===== config.mk =====
export PLATFORM = sky130hd
export DESIGN_NAME = can_tx_flat
export DESIGN_NICKNAME = d
export VERILOG_FILES = /design/src/rtl/can_tx_if.sv /design/src/rtl/can_tx.sv /design/src/flat_wrapper.sv
export SDC_FILE = /design/constraint.sdc
export NUM_CORES = 1
export LEC_CHECK = 0
export ABC_AREA = 1
export CAP_MARGIN = 20
export CORE_ASPECT_RATIO = 0.6
export CORE_MARGIN = 2
export CORE_UTILIZATION = 50
export CTS_BUF_LIST = sky130_fd_sc_hd__clkbuf_8
export DETAILED_ROUTE_END_ITERATION = 7
export PLACE_DENSITY = 0.71
export SLEW_MARGIN = 30
export SYNTH_ARGS = -nofsm -noshare
export SYNTH_HDL_FRONTEND = slang
export SYNTH_SLANG_ARGS = --single-unit
export TNS_END_PERCENT = 20

===== constraint.sdc =====
create_clock -name clk -period 4.7 [get_ports clk]
set_input_delay 0.94 -clock clk [delete_from_list [all_inputs] [get_ports clk]]
set_output_delay 0.94 -clock clk [all_outputs]
set_load 0.02 [all_outputs]

===== src/rtl/can_tx_if.sv =====
// ============================================================================
//  Module   : can_tx_if
//  Brief    : Message-side and bus-side signals of the CAN 2.0A transmitter
//  Revision : 1.0
// ============================================================================
`default_nettype none

interface can_tx_if;
  logic        rx;
  logic [10:0] address;
  logic [7:0]  data;
  logic        send_data;
  logic        clear_to_tx;
  logic        tx;
  logic        txing;

  modport master (
    output rx, address, data, send_data, clear_to_tx,
    input  tx, txing
  );

  modport slave (
    input  rx, address, data, send_data, clear_to_tx,
    output tx, txing
  );
endinterface

`default_nettype wire


===== src/rtl/can_tx.sv =====
// ============================================================================
//  Module   : can_tx
//  Brief    : CAN 2.0A standard data frame transmitter (11-bit ID, 1 data
//             byte) with bit stuffing, CRC-15 and arbitration monitoring
//  Revision : 1.0
// ============================================================================
`default_nettype none

module can_tx (
  input  wire logic clk,
  input  wire logic rst,
  can_tx_if.slave   bus
);

  typedef enum logic [1:0] {
    S_IDLE  = 2'd0,
    S_FRAME = 2'd1,
    S_IFS   = 2'd2
  } state_t;

  localparam logic [14:0] c_crc_poly  = 15'h4599;
  localparam logic [5:0]  c_last_data = 6'd26;
  localparam logic [5:0]  c_last_crc  = 6'd41;
  localparam logic [5:0]  c_last_eof  = 6'd51;
  localparam logic [5:0]  c_arb_first = 6'd1;
  localparam logic [5:0]  c_arb_last  = 6'd12;
  localparam logic [2:0]  c_run_max   = 3'd5;
  localparam logic [1:0]  c_ifs_last  = 2'd2;

  state_t      state_q, state_d;
  logic        tx_q, tx_d;
  logic        txing_q, txing_d;
  logic [26:0] sh_q, sh_d;
  logic [14:0] crc_q, crc_d;
  logic [5:0]  bitcnt_q, bitcnt_d;
  logic [2:0]  run_q, run_d;
  logic        stuff_q, stuff_d;
  logic [1:0]  ifs_q, ifs_d;

  logic        w_req;
  logic [5:0]  w_next_idx;
  logic        w_next_bit;
  logic        w_arb_lost;

  function automatic logic [14:0] crc_step(input logic [14:0] c, input logic b);
    logic [14:0] s;
    s = {c[13:0], 1'b0};
    if (b ^ c[14]) s = s ^ c_crc_poly;
    return s;
  endfunction

  assign w_req      = bus.send_data & bus.clear_to_tx;
  assign w_next_idx = bitcnt_q + 6'd1;
  assign w_next_bit = (w_next_idx <= c_last_data) ? sh_q[26] :
                      (w_next_idx <= c_last_crc)  ? crc_q[14] : 1'b1;
  // Only genuine ID/RTR bits arbitrate; stuff bits in that range do not.
  assign w_arb_lost = !stuff_q && (bitcnt_q >= c_arb_first) &&
                      (bitcnt_q <= c_arb_last) && tx_q && !bus.rx;

  always_ff @(posedge clk or posedge rst) begin
    if (rst) begin
      state_q  <= S_IDLE;
      tx_q     <= 1'b1;
      txing_q  <= 1'b0;
      sh_q     <= '0;
      crc_q    <= '0;
      bitcnt_q <= '0;
      run_q    <= '0;
      stuff_q  <= 1'b0;
      ifs_q    <= '0;
    end else begin
      state_q  <= state_d;
      tx_q     <= tx_d;
      txing_q  <= txing_d;
      sh_q     <= sh_d;
      crc_q    <= crc_d;
      bitcnt_q <= bitcnt_d;
      run_q    <= run_d;
      stuff_q  <= stuff_d;
      ifs_q    <= ifs_d;
    end
  end

  always_comb begin
    state_d  = state_q;
    tx_d     = tx_q;
    txing_d  = txing_q;
    sh_d     = sh_q;
    crc_d    = crc_q;
    bitcnt_d = bitcnt_q;
    run_d    = run_q;
    stuff_d  = stuff_q;
    ifs_d    = ifs_q;

    case (state_q)
      S_IDLE: begin
        tx_d    = 1'b1;
        txing_d = 1'b0;
        if (w_req) begin
          state_d  = S_FRAME;
          tx_d     = 1'b0;
          txing_d  = 1'b1;
          sh_d     = {bus.address, 7'b0000001, bus.data, 1'b0};
          crc_d    = '0;
          bitcnt_d = '0;
          run_d    = 3'd1;
          stuff_d  = 1'b0;
        end
      end

      S_FRAME: begin
        if (w_arb_lost) begin
          state_d = S_IDLE;
          tx_d    = 1'b1;
          txing_d = 1'b0;
        end else if ((run_q == c_run_max) && (bitcnt_q <= c_last_crc)) begin
          tx_d    = ~tx_q;
          stuff_d = 1'b1;
          run_d   = 3'd1;
        end else if (bitcnt_q == c_last_eof) begin
          state_d = S_IFS;
          tx_d    = 1'b1;
          txing_d = 1'b0;
          ifs_d   = '0;
        end else begin
          tx_d     = w_next_bit;
          bitcnt_d = w_next_idx;
          stuff_d  = 1'b0;
          if (w_next_idx <= c_last_data) begin
            sh_d  = {sh_q[25:0], 1'b0};
            crc_d = crc_step(crc_q, w_next_bit);
          end else if (w_next_idx <= c_last_crc) begin
            crc_d = {crc_q[13:0], 1'b0};
          end
          if (w_next_idx <= c_last_crc)
            run_d = (w_next_bit == tx_q) ? run_q + 3'd1 : 3'd1;
        end
      end

      S_IFS: begin
        tx_d    = 1'b1;
        txing_d = 1'b0;
        if (ifs_q == c_ifs_last) begin
          // The edge closing the third intermission cycle acts as the first idle edge.
          state_d = S_IDLE;
          if (w_req) begin
            state_d  = S_FRAME;
            tx_d     = 1'b0;
            txing_d  = 1'b1;
            sh_d     = {bus.address, 7'b0000001, bus.data, 1'b0};
            crc_d    = '0;
            bitcnt_d = '0;
            run_d    = 3'd1;
            stuff_d  = 1'b0;
          end
        end else begin
          ifs_d = ifs_q + 2'd1;
        end
      end

      default: begin
        state_d = S_IDLE;
        tx_d    = 1'b1;
        txing_d = 1'b0;
      end
    endcase
  end

  assign bus.tx    = tx_q;
  assign bus.txing = txing_q;

endmodule

`default_nettype wire


===== src/flat_wrapper.sv =====
// flat-port wrapper written by rule: the top's interface ports become plain ports
module can_tx_flat 
  (clk, rst, bus_rx, bus_address, bus_data, bus_send_data, bus_clear_to_tx, bus_tx, bus_txing);
  can_tx_if bus_i ();
  input  wire logic clk;
  input  wire logic rst;
  input wire logic [$bits(bus_i.rx)-1:0] bus_rx;
  input wire logic [$bits(bus_i.address)-1:0] bus_address;
  input wire logic [$bits(bus_i.data)-1:0] bus_data;
  input wire logic [$bits(bus_i.send_data)-1:0] bus_send_data;
  input wire logic [$bits(bus_i.clear_to_tx)-1:0] bus_clear_to_tx;
  output wire logic [$bits(bus_i.tx)-1:0] bus_tx;
  output wire logic [$bits(bus_i.txing)-1:0] bus_txing;
  assign bus_i.rx = bus_rx;
  assign bus_i.address = bus_address;
  assign bus_i.data = bus_data;
  assign bus_i.send_data = bus_send_data;
  assign bus_i.clear_to_tx = bus_clear_to_tx;
  assign bus_tx = bus_i.tx;
  assign bus_txing = bus_i.txing;
  can_tx u_core (.clk(clk), .rst(rst), .bus(bus_i));
endmodule

==> summary.md, run 1 <==
| Metric | Value |
|---|---|
| RSZ-0062 raised after global routing | `no` |
| Initial core utilization | `0.527` |
| Port Buf Inserts | `25` |
| Slew margin rel. | `0.583` |
| Power density cells | `657 mW/mm^2` |
| Area Overhead vs Synth | `17.8%` |
| Post-Syn Instances | `366` |
| VDD IR-drop max | `0.290 mV` |
| DRT Wirelength | `a little under 6 mm` |
| Vias in the first global route | `about 2100` |
| Post-Syn Area per Cell | `8.17 um^2` |
| GRT Total Usage | `0.194` |
| Ys Warns | `0` |
| Post-CTS Setup Inserts | `0` |
| Wire per inst | `12.3 um` |
| H-tree Lvls | `3` |
| Hold WS | `493 ps` |
| Die footprint | `0.00663 mm^2` |
| First-pass GRT wire length | `10.1 mm` |
| Clock-pin slew on the worst setup and hold paths | `70 ps` |
| Routed Antenna Nets | `0` |
| Initial antenna violation count | `0` |
| P_leak | `1.66 nW` |
| Max FO, Critical Path | `26` |
| Commonest non-fill, non-tap cell in the layout | `nand2_1` |
| Slew Viols, Final | `0` |
| Layout Cells excl Fill | `between 400 and 500` |
| Clk_skew | `4.17 ps` |
| Post-CTS Hold Buffers | `0` |
| Dpl cells | `462` |
| Register area share after synthesis | `0.478` |
| Placer Congestion | `0.898` |
| Sum of negative setup slack | `0 ps` |
| Post-CTS sizing | `0` |
| Seq cells post-synth | `57` |
| DRC Markers | `0` |
| CTS root buf | `clkbuf_8` |
| Critical path origin | `bus_send_data` |
| Largest net degree at the start of global routing | `52` |
| Arr. time, crit path | `3010 ps` |
| Worst Tran Pin Value | `624 ps` |
| Synthesized cell area | `between 0.002 and 0.003 mm^2` |
| Yosys cell types | `32` |
| Clock Sinks | `between 50 and 60` |
| Startpoint Class | `primary input` |
| First drt pass iteration count | `4` |
| Share of post-route cells with drive strength above 1 | `0.0977` |
| Final setup viols | `0` |
| Die X | `a little over 100 um` |
| Final Hold Viols | `0` |
| Die height | `63.9 um` |
| Grt ovf | `0` |
| Routed vias | `2345` |
| Cell Rows | `21` |
| TritonCTS Buffers | `9` |
| Syn Nets | `398` |
| CTS Buffer Depth | `2` |
| Nets | `426` |
| Final Cycle Share | `0.588` |
| Period minus WS final | `2760 ps` |
| Clk_lat worst skew | `330 ps` |
| CTS tree | `done` |
| DP HPWL | `3.95 mm` |
| Data required, critical path | `4940 ps` |
| Worst min path class | `reg -> reg` |
| Via/cell ratio | `4.90` |
| Status | `finished clean` |
| Highest-count cells in the layout ignoring fill and taps | `nand2_1 (79), inv_1 (60), o21ai_0 (57)` |
| Max_cap viols | `0` |
| Core Box Area | `0.00568 mm^2` |
| Worst Hold Launch | `u_core.bus.txing$_DFFE_PP0P_` |
| Iteration-0 DRC Markers | `about 120` |
| Crit. End Element | `register` |
| # IOs | `26` |
| CP Class | `in -> reg` |
| Worst r2r src | `u_core.bitcnt_q[0]$_DFFE_PP0P_` |
| Fmax | `362 MHz` |
| Antenna diodes | `0` |
-- final timing paths --
| check | slack, ps | to | cells after the start |
|---|---|---|---|
| max in group asynchronous | 3090 | u_core.crc_q[1]$_DFFE_PP0P_ | 3 |
| hold reg to reg | 490 | u_core.bus.txing$_DFFE_PP0P_ | 1 |
| min in group asynchronous | 1040 | u_core.sh_q[13]$_DFFE_PP0P_ | 2 |
| setup reg to reg | 2100 | u_core.sh_q[15]$_DFFE_PP0P_ | 12 |
| setup / recovery | 1940 | u_core.sh_q[15]$_DFFE_PP0P_ | 10 |
| hold / removal | 490 | u_core.bus.txing$_DFFE_PP0P_ | 1 |
-- per-layer routing --
metal  vias up  routed length, um  global-route usage
li1       1228                  -                   -
met1      1068               3080               0.282
met2        44               2470               0.278
met3         5                298              0.0643
met4         0                 31              0.0507
met5         -                  0                   0
-- cells in the mapped netlist --
cell / instances / area share
nand3_1: 25 / 0.042
xor2_1: 7 / 0.021
nor2_4: 1 / 0.0038
buf_4: 5 / 0.013
nand2_4: 1 / 0.0038
o2111ai_1: 1 / 0.0029
nor2_1: 14 / 0.018
o21ai_4: 1 / 0.0054
o22ai_2: 2 / 0.0084
nor3_1: 1 / 0.0017
nand2_2: 4 / 0.0084
inv_2: 1 / 0.0013
o22ai_1: 9 / 0.019
o21ai_1: 5 / 0.0084
nand2_1: 79 / 0.099
buf_2: 2 / 0.0033
a21oi_4: 1 / 0.0054
clkinv_1: 1 / 0.0013
nand3b_1: 1 / 0.0025
o21ai_2: 3 / 0.0088
ha_1: 8 / 0.033
o21ai_0: 57 / 0.095
clkbuf_1: 4 / 0.0050
buf_6: 1 / 0.0038
a21oi_1: 5 / 0.0084
nand4_1: 5 / 0.010
dfstp_2: 1 / 0.0088
o21a_1: 1 / 0.0025
nor2_8: 1 / 0.0067
inv_1: 61 / 0.077
dfrtp_1: 56 / 0.47
nor2_2: 2 / 0.0042
-- layout make-up --
cell class | instances | area (um^2)
inverter | 63 | 239
clock inverter | 4 | 50.0
tap | 80 | 100
multi-input combinational | 234 | 1250
clock buffer | 12 | 165
sequential | 57 | 1430
fill | 495 | 2150
timing repair buffer | 29 | 288
-- power breakdown --
group | internal, mW | switching, mW | total (mW)
combinational | 0.359 | 0.670 | 1.03
sequential | 0.687 | 0.111 | 0.798
clock | 0.287 | 0.200 | 0.487
total | 1.33 | 0.981 | 2.31
-- through the flow --
stage / util / power (mW) / worst slack [ps] / instance area, um^2
after floorplan: - / 1.61 / 2360 / 2990
after global placement: 0.579 / 1.78 / 1570 / 3290
after detailed placement: 0.580 / 1.81 / 1450 / 3290
after CTS: 0.618 / 2.31 / 1780 / 3510
after global routing: 0.620 / 2.53 / 1710 / 3520
final: 0.620 / 2.31 / 1940 / 3520
-- logic make-up (layout without fill, tap and decap cells) --
kind of cell / Yosys count / in the layout / synth area share
buffers and inverters: 75 / 108 / 0.104
and+or+nand+nor: 134 / 134 / 0.200
xor gates and xnor gates: 7 / 7 / 0.0205
DFF: 57 / 57 / 0.478
AOI/OAI and AO/OA: 85 / 85 / 0.165
adders and majority gates: 8 / 8 / 0.0335
-- registers in the layout, summed over array words and instances (netlist names) --
| name | count |
|---|---|
| u_core.crc_q | 15 |
| u_core.state_q | 2 |
| u_core.bitcnt_q | 6 |
| u_core.run_q | 3 |
| u_core.stuff_q | 1 |
| u_core.bus.txing | 1 |
| u_core.sh_q | 26 |
| u_core.ifs_q | 2 |
| u_core.bus.tx | 1 |
-- worst max-delay path: stages --
cell	delay (ps)
clkdlybuf4s50_1	460
nand2_1	50
nor2_1	70
o21ai_0	150
nand2_2	200
o21ai_4	160
a21oi_4	540
buf_8	260
nand3_1	80
o21ai_0	90
(Power assumes the default switching activity.)
==> inputs of run 2 (changes only) <==
clock period = 2.9 ns   (was 4.7 ns; I/O delays follow)
==> run 2 against run 1 <==
  * Routed wire length rose by 1.0%
  * Core utilization rose by 0.40 points
  * Hold slack improved by 6.3 ps
  * Setup slack got worse by 1500 ps
  * Sequential share of layout area fell by 0.26 points
  * Power rose by 65%
  * Critical endpoint is now u_core.sh_q[8]$_DFFE_PP0P_
==> summary.md, run 2 (same netlist as run 1, synthesis figures left out) <==
| Metric | Value |
|---|---|
| Status | `finished clean (unchanged)` |
| CTS tree | `done (unchanged)` |
| VDD IR-drop max | `0.377 mV (was 0.290 mV)` |
| H-tree Lvls | `3 (unchanged)` |
| Clock Sinks | `57 (unchanged)` |
| Startpoint Class | `register (was primary input)` |
| Power density cells | `1080 mW/mm^2 (was 657 mW/mm^2)` |
| Cell Rows | `21 (unchanged)` |
| Max_cap viols | `0 (unchanged)` |
| Clk_skew | `9.90 ps (was 4.17 ps)` |
| Routed vias | `2383 (was 2345)` |
| Net Sw Power | `1.60 mW (was 981 uW)` |
| P_leak | `1.68 nW (was 1.66 nW)` |
| RSZ-0062 raised after global routing | `no (unchanged)` |
| Worst path cell trace | `inv_1, ha_1, inv_1, nand3_1, nand2_1, nand2_1, nand3_1, o21ai_4, a21oi_4, buf_16, nor2_1, a21oi_1 (was clkdlybuf4s50_1, nand2_1, nor2_1, o21ai_0, nand2_2, o21ai_4, a21oi_4, buf_8, nand3_1, o21ai_0)` |
| Die X | `104 um (unchanged)` |
| Switching power share of the total | `0.417 (was 0.424)` |
| First drt pass iteration count | `4 (unchanged)` |
| Largest net degree at the start of global routing | `52 (unchanged)` |
| Initial core utilization | `0.527 (unchanged)` |
| First-pass GRT wire length | `10.5 mm (was 10.1 mm)` |
| Vias in the first global route | `2296 (was 2115)` |
| DP HPWL | `4.17 mm (was 3.95 mm)` |
| GRT Total Usage | `0.199 (was 0.194)` |
| Commonest non-fill, non-tap cell in the layout | `nand2_1 (unchanged)` |
| Post-CTS Setup Inserts | `0 (unchanged)` |
| Area Overhead vs Synth | `18.5% (was 17.8%)` |
| Iteration-0 DRC Markers | `125 (was 116)` |
| Highest-count cells in the layout ignoring fill and taps | `nand2_1 (79), inv_1 (61), o21ai_0 (57) (was nand2_1 (79), inv_1 (60), o21ai_0 (57))` |
| Slew Viols, Final | `0 (unchanged)` |
| Largest register FFs | `26 (unchanged)` |
| Data required, critical path | `3170 ps (was 4940 ps)` |
| CP max stage delay | `510 ps (was 540 ps)` |
| Max FO, Critical Path | `32 (was 26)` |
| Initial antenna violation count | `0 (unchanged)` |
| Critical path origin | `u_core.bitcnt_q[0]$_DFFE_PP0P_ (was bus_send_data)` |
| DRT Wirelength | `5.94 mm (was 5.88 mm)` |
| Worst Tran Pin Value | `511 ps (was 624 ps)` |
| CP top delay family | `compound AO/OA/AOI/OAI gates (unchanged)` |
| CTS root buf | `clkbuf_8 (unchanged)` |
| Period minus WS final | `approximately 2400 ps` |
| Antenna diodes | `0 (unchanged)` |
| Routed Antenna Nets | `0 (unchanged)` |
| Port Buf Inserts | `25 (unchanged)` |
| Sum of negative setup slack | `0 ps (unchanged)` |
| Nets | `427 (was 426)` |
| WP buf/inv | `3 (was 2)` |
| Placer Congestion | `0.862 (was 0.898)` |
| Arr. time, crit path | `2700 ps (was 3010 ps)` |
| Pint | `2.23 mW (was 1.33 mW)` |
| Post-CTS sizing | `0 (unchanged)` |
| TritonCTS Buffers | `9 (unchanged)` |
| Top flop regs | `u_core.sh_q (26), u_core.crc_q (15), u_core.bitcnt_q (6) (unchanged)` |
| Worst Hold Launch | `u_core.bus.txing$_DFFE_PP0P_ (unchanged)` |
| Post-CTS Hold Buffers | `0 (unchanged)` |
| Clock-pin slew on the worst setup and hold paths | `70 ps (about the same)` |
| Via/cell ratio | `4.96 (was 4.90)` |
| Fmax | `just over 400 MHz` |
| Worst min path class | `reg -> reg (unchanged)` |
| Slew margin rel. | `0.659 (was 0.583)` |
| Critical Path Slowest Stage Cell | `dfrtp_1 (was a21oi_4)` |
| Gate power share | `0.446 (was 0.445)` |
| Crit. End Element | `register (unchanged)` |
| Clk_lat worst skew | `340 ps (was 330 ps)` |
| Hold WS | `500 ps (was 493 ps)` |
| Clock share of power | `0.215 (was 0.210)` |
| # fillers | `513 (was 495)` |
| Worst r2r src | `u_core.bitcnt_q[0]$_DFFE_PP0P_ (unchanged)` |
| Die footprint | `0.00663 mm^2 (unchanged)` |
| DRC Markers | `0 (unchanged)` |
| Share of post-route cells with drive strength above 1 | `0.0975 (was 0.0977)` |
| Core Box Area | `0.00568 mm^2 (unchanged)` |
| # IOs | `26 (unchanged)` |
| Top reg by flops | `u_core.sh_q (unchanged)` |
| Reg power frac | `0.339 (was 0.345)` |
| Final Cycle Share | `0.837` |
| Final core occ | `0.624 (was 0.620)` |
| CTS Buffer Depth | `2 (unchanged)` |
| Grt ovf | `0 (unchanged)` |
| Flop-to-flop setup slack | `470 ps (was 2100 ps)` |
| Final setup viols | `0 (unchanged)` |
| CP Class | `reg -> reg (was in -> reg)` |
| Final Hold Viols | `0 (unchanged)` |
| Wire per inst | `12.4 um (was 12.3 um)` |
| Die height | `63.9 um (unchanged)` |
[run 2: area by class of cell]
class | count | area (um^2) | share of cell area
Sequential cell | 57 | 1430 | 0.403
Multi-Input combinational cell | 234 | 1250 | 0.353
Timing Repair Buffer | 30 | 308 | 0.0869
Inverter | 63 | 236 | 0.0667
Clock buffer | 10 | 138 | 0.0388
Tap cell | 80 | 100 | 0.0282
Clock inverter | 6 | 82.6 | 0.0233
[run 2: worst paths after layout]
kind	cells after the start	to
max reg2reg	12	u_core.sh_q[8]$_DFFE_PP0P_
min in group asynchronous	2	u_core.sh_q[16]$_DFFE_PP0P_
min reg2reg	1	u_core.bus.txing$_DFFE_PP0P_
max	12	u_core.sh_q[8]$_DFFE_PP0P_
min	1	u_core.bus.txing$_DFFE_PP0P_
max in group asynchronous	3	u_core.crc_q[13]$_DFFE_PP0P_
[run 2: layer usage]
layer | vias to the layer above | wire [um] | global-route usage
li1 | 1238 | - | -
met1 | 1098 | 3130 | 0.289
met2 | 39 | 2450 | 0.281
met3 | 8 | 279 | 0.0592
met4 | 0 | 75 | 0.0743
met5 | - | 0 | 0
[run 2: worst register-to-register path, cell delays in order, from the launching register on]
cell and delay, ps:
dfrtp_1 510, inv_1 120, ha_1 260, inv_1 70, nand3_1 70, nand2_1 70, nand2_1 50, nand3_1 190
o21ai_4 170, a21oi_4 460, buf_16 230, nor2_1 60, a21oi_1 120
[run 2: stage by stage]
step	total power [mW]	cell area (um^2)	cells	setup WS, ps
6_report	3.83	3540	480	472
5_1_grt	4.19	3540	480	204
4_1_cts	3.78	3520	479	215
3_5_place_dp	2.94	3300	463	55.9
3_3_place_gp	2.90	3300	463	132
2_1_floorplan	2.62	2990	366	922
[run 2: power by group through the flow]
stage | clock network [mW] | logic (mW) | registers, mW
finish | 0.824 | 1.71 | 1.30
global route | 0.874 | 1.98 | 1.33
CTS | 0.834 | 1.65 | 1.30
detailed placement | 0 | 1.64 | 1.31
global placement | 0 | 1.60 | 1.30
floorplan | 0 | 1.35 | 1.26
==> inputs of run 3 (changes only) <==
PLACE_DENSITY = 0.73   (was 0.71)
clock period = 2 ns   (was 2.9 ns; I/O delays follow)
==> run 3 against run 2 <==
  * Critical path depth increased by 1
  * Hold slack got worse by 67 ps
  * Clock skew increased by 2.2 ps
  * First-iteration DRC count increased by 86%
  * Setup slack got worse by 470 ps
  * Critical endpoint unchanged
  * Largest power group unchanged
==> summary.md, run 3 (same netlist as run 1, synthesis figures left out) <==
| Metric | Value |
|---|---|
| Post-CTS Hold Buffers | `0 (unchanged)` |
| Worst R2R Path Depth | `13 (was 12)` |
| H-tree Lvls | `3 (unchanged)` |
| VDD IR-drop max | `0.767 mV (was 0.377 mV)` |
| Clock Sinks | `57 (unchanged)` |
| Top flop regs | `u_core.sh_q (26), u_core.crc_q (15), u_core.bitcnt_q (6) (unchanged)` |
| Initial antenna violation count | `0 (unchanged)` |
| Initial core utilization | `0.527 (unchanged)` |
| Worst r2r src | `u_core.bitcnt_q[1]$_DFFE_PP0P_ (was u_core.bitcnt_q[0]$_DFFE_PP0P_)` |
| Routed Antenna Nets | `0 (unchanged)` |
| Worst r2r dst | `u_core.sh_q[8]$_DFFE_PP0P_ (unchanged)` |
| Die X | `104 um (unchanged)` |
| Cell Area, Placed | `0.00343 mm^2 (was 0.00330 mm^2)` |
| Antenna diodes | `0 (unchanged)` |
| Layout Cells excl Fill | `494 (was 480)` |
| Max FO, Critical Path | `8 (was 32)` |
| Area Overhead vs Synth | `27.0% (was 18.5%)` |
| Register area | `0.00143 mm^2 (about the same)` |
| TritonCTS Buffers | `9 (unchanged)` |
| Sum of negative setup slack | `0 ps (unchanged)` |
| Slew margin rel. | `0.676 (was 0.659)` |
| Arr. time, crit path | `2230 ps (was 2700 ps)` |
| Wire per inst | `13.2 um (was 12.4 um)` |
| First-pass GRT wire length | `10.4 mm (was 10.5 mm)` |
| Commonest non-fill, non-tap cell in the layout | `nand2_1 (unchanged)` |
| Clk_lat worst skew | `340 ps (about the same)` |
| Final Cycle Share | `0.997 (was 0.837)` |
| # fillers | `462 (was 513)` |
| Via/cell ratio | `5.04 (was 4.96)` |
| Largest register FFs | `26 (unchanged)` |
| Core Box Area | `0.00568 mm^2 (unchanged)` |
| Share of post-route cells with drive strength above 1 | `0.162 (was 0.0975)` |
| Area of the multi-input gates | `0.00133 mm^2 (was 0.00125 mm^2)` |
| # IOs | `26 (unchanged)` |
| Grt ovf | `0 (unchanged)` |
| Worst min path class | `in -> async (was reg -> reg)` |
| P_leak | `1.77 nW (was 1.68 nW)` |
| CTS tree | `done (unchanged)` |
| Port Buf Inserts | `25 (unchanged)` |
| Clk_skew | `12.1 ps (was 9.90 ps)` |
| Flop-to-flop setup slack | `5 ps (was 470 ps)` |
| Nets | `441 (was 427)` |
| Final core occ | `0.669 (was 0.624)` |
| Clock-pin slew on the worst setup and hold paths | `70 ps (about the same)` |
| GRT Total Usage | `0.198 (was 0.199)` |
| Power density cells | `1630 mW/mm^2 (was 1080 mW/mm^2)` |
| Period minus WS final | `1990 ps (was 2430 ps)` |
| Final setup viols | `0 (unchanged)` |
| Highest-count cells in the layout ignoring fill and taps | `nand2_1 (76), inv_1 (59), dfrtp_1 (55) (was nand2_1 (79), inv_1 (61), o21ai_0 (57))` |
| Finished Cell Area | `0.00380 mm^2 (was 0.00354 mm^2)` |
| DP HPWL | `4.19 mm (was 4.17 mm)` |
| Largest net degree at the start of global routing | `58 (was 52)` |
| First drt pass iteration count | `4 (unchanged)` |
| Max_cap viols | `0 (unchanged)` |
| Die height | `63.9 um (unchanged)` |
| RSZ-0062 raised after global routing | `yes (was no)` |
| DRT Wirelength | `6.52 mm (was 5.94 mm)` |
| Startpoint Class | `register (unchanged)` |
| Die footprint | `0.00663 mm^2 (unchanged)` |
| Data required, critical path | `2230 ps (was 3170 ps)` |
| Placer Congestion | `0.872 (was 0.862)` |
| Slew Viols, Final | `0 (unchanged)` |
| Pre-CTS WS | `-77.3 ps (was 55.9 ps)` |
| DRC Markers | `0 (unchanged)` |
| Worst setup path end | `u_core.sh_q[8]$_DFFE_PP0P_ (unchanged)` |
| Routed vias | `2490 (was 2383)` |
| CTS root buf | `clkbuf_8 (unchanged)` |
| Dpl cells | `473 (was 463)` |
| Fmax | `501 MHz (was 412 MHz)` |
| Final Hold Viols | `0 (unchanged)` |
| Critical path origin | `u_core.bitcnt_q[1]$_DFFE_PP0P_ (was u_core.bitcnt_q[0]$_DFFE_PP0P_)` |
| Vias in the first global route | `2187 (was 2296)` |
| CP Class | `reg -> reg (unchanged)` |
| Worst Tran Pin Value | `486 ps (was 511 ps)` |
| Iteration-0 DRC Markers | `232 (was 125)` |
| CTS Buffer Depth | `2 (unchanged)` |
| Cell Rows | `21 (unchanged)` |
| Worst Setup Slack, final | `5.16 ps (was 472 ps)` |
| Status | `finished clean (unchanged)` |
| Top reg by flops | `u_core.sh_q (unchanged)` |
| Crit. End Element | `register (unchanged)` |
-- run 3: cell types whose count changed in the layout (fill, tap and decap cells not counted), moves of 3 or more --
cell,previous run,this run
o21ai_0,57,46
buf_4,4,11
o21ai_1,5,16
nand2_1,79,76
buf_12,0,6
nand3_1,25,22
-- run 3: how the worst min path moves through the flow --
| stage | startpoint | to | slack [ps] |
|---|---|---|---|
| 4_1_cts | rst | u_core.bus.txing$_DFFE_PP0P_ | 440 |
| 3_5_place_dp | u_core.bus.txing$_DFFE_PP0P_ | u_core.bus.txing$_DFFE_PP0P_ | 480 |
| 6_report | rst | u_core.sh_q[22]$_DFFE_PP0P_ | 430 |
| 5_1_grt | rst | u_core.sh_q[22]$_DFFE_PP0P_ | 460 |
| 2_1_floorplan | u_core.run_q[1]$_DFFE_PP0P_ | u_core.run_q[1]$_DFFE_PP0P_ | 480 |
| 3_3_place_gp | u_core.bus.txing$_DFFE_PP0P_ | u_core.bus.txing$_DFFE_PP0P_ | 480 |
-- run 3: metrics by stage --
step	hold WS, ps	power [mW]
after floorplan	475	3.79
after global placement	475	4.57
after detailed placement	480	4.65
after CTS	435	5.76
after global routing	458	6.70
final	432	6.21
-- run 3: repair_timing --
item | in CTS | in global routing
gates cloned | 0 | 2
gates resized for setup | 4 | 26
endpoints found under the setup margin | 15 | 51
buffers inserted | 0 | 3
pin swaps | 1 | 1
-- run 3: area by class of cell --
cell class,count,area share
sequential,57,0.376
multi-input combinational,234,0.351
timing repair buffer,44,0.132
inverter,63,0.0623
clock buffer,9,0.0326
tap,80,0.0264
clock inverter,7,0.0191
-- run 3: worst max-delay path, cell delays in order (launching register included) --
cell,delay (ps)
dfrtp_1,430
inv_2,140
ha_1,170
inv_1,70
nand3_1,80
nand2_1,80
nand2_2,90
nand3_4,100
o21ai_4,230
a21oi_4,50
buf_12,150
buf_12,130
nor2_1,120
a21oi_1,50
-- run 3: report_power, final --
part,total (mW),internal (mW),switching [mW]
Combinational,3.26,1.39,1.87
Clock,1.07,0.574,0.491
Sequential,1.88,1.62,0.263
Total,6.21,3.58,2.62
-- run 3: routing by layer --
metal,global-route usage,up-vias,part of all wire
met5,0,-,0
met4,0.0861,0,0.010
met3,0.0531,10,0.054
met2,0.272,60,0.44
met1,0.293,1154,0.50
li1,-,1266,-
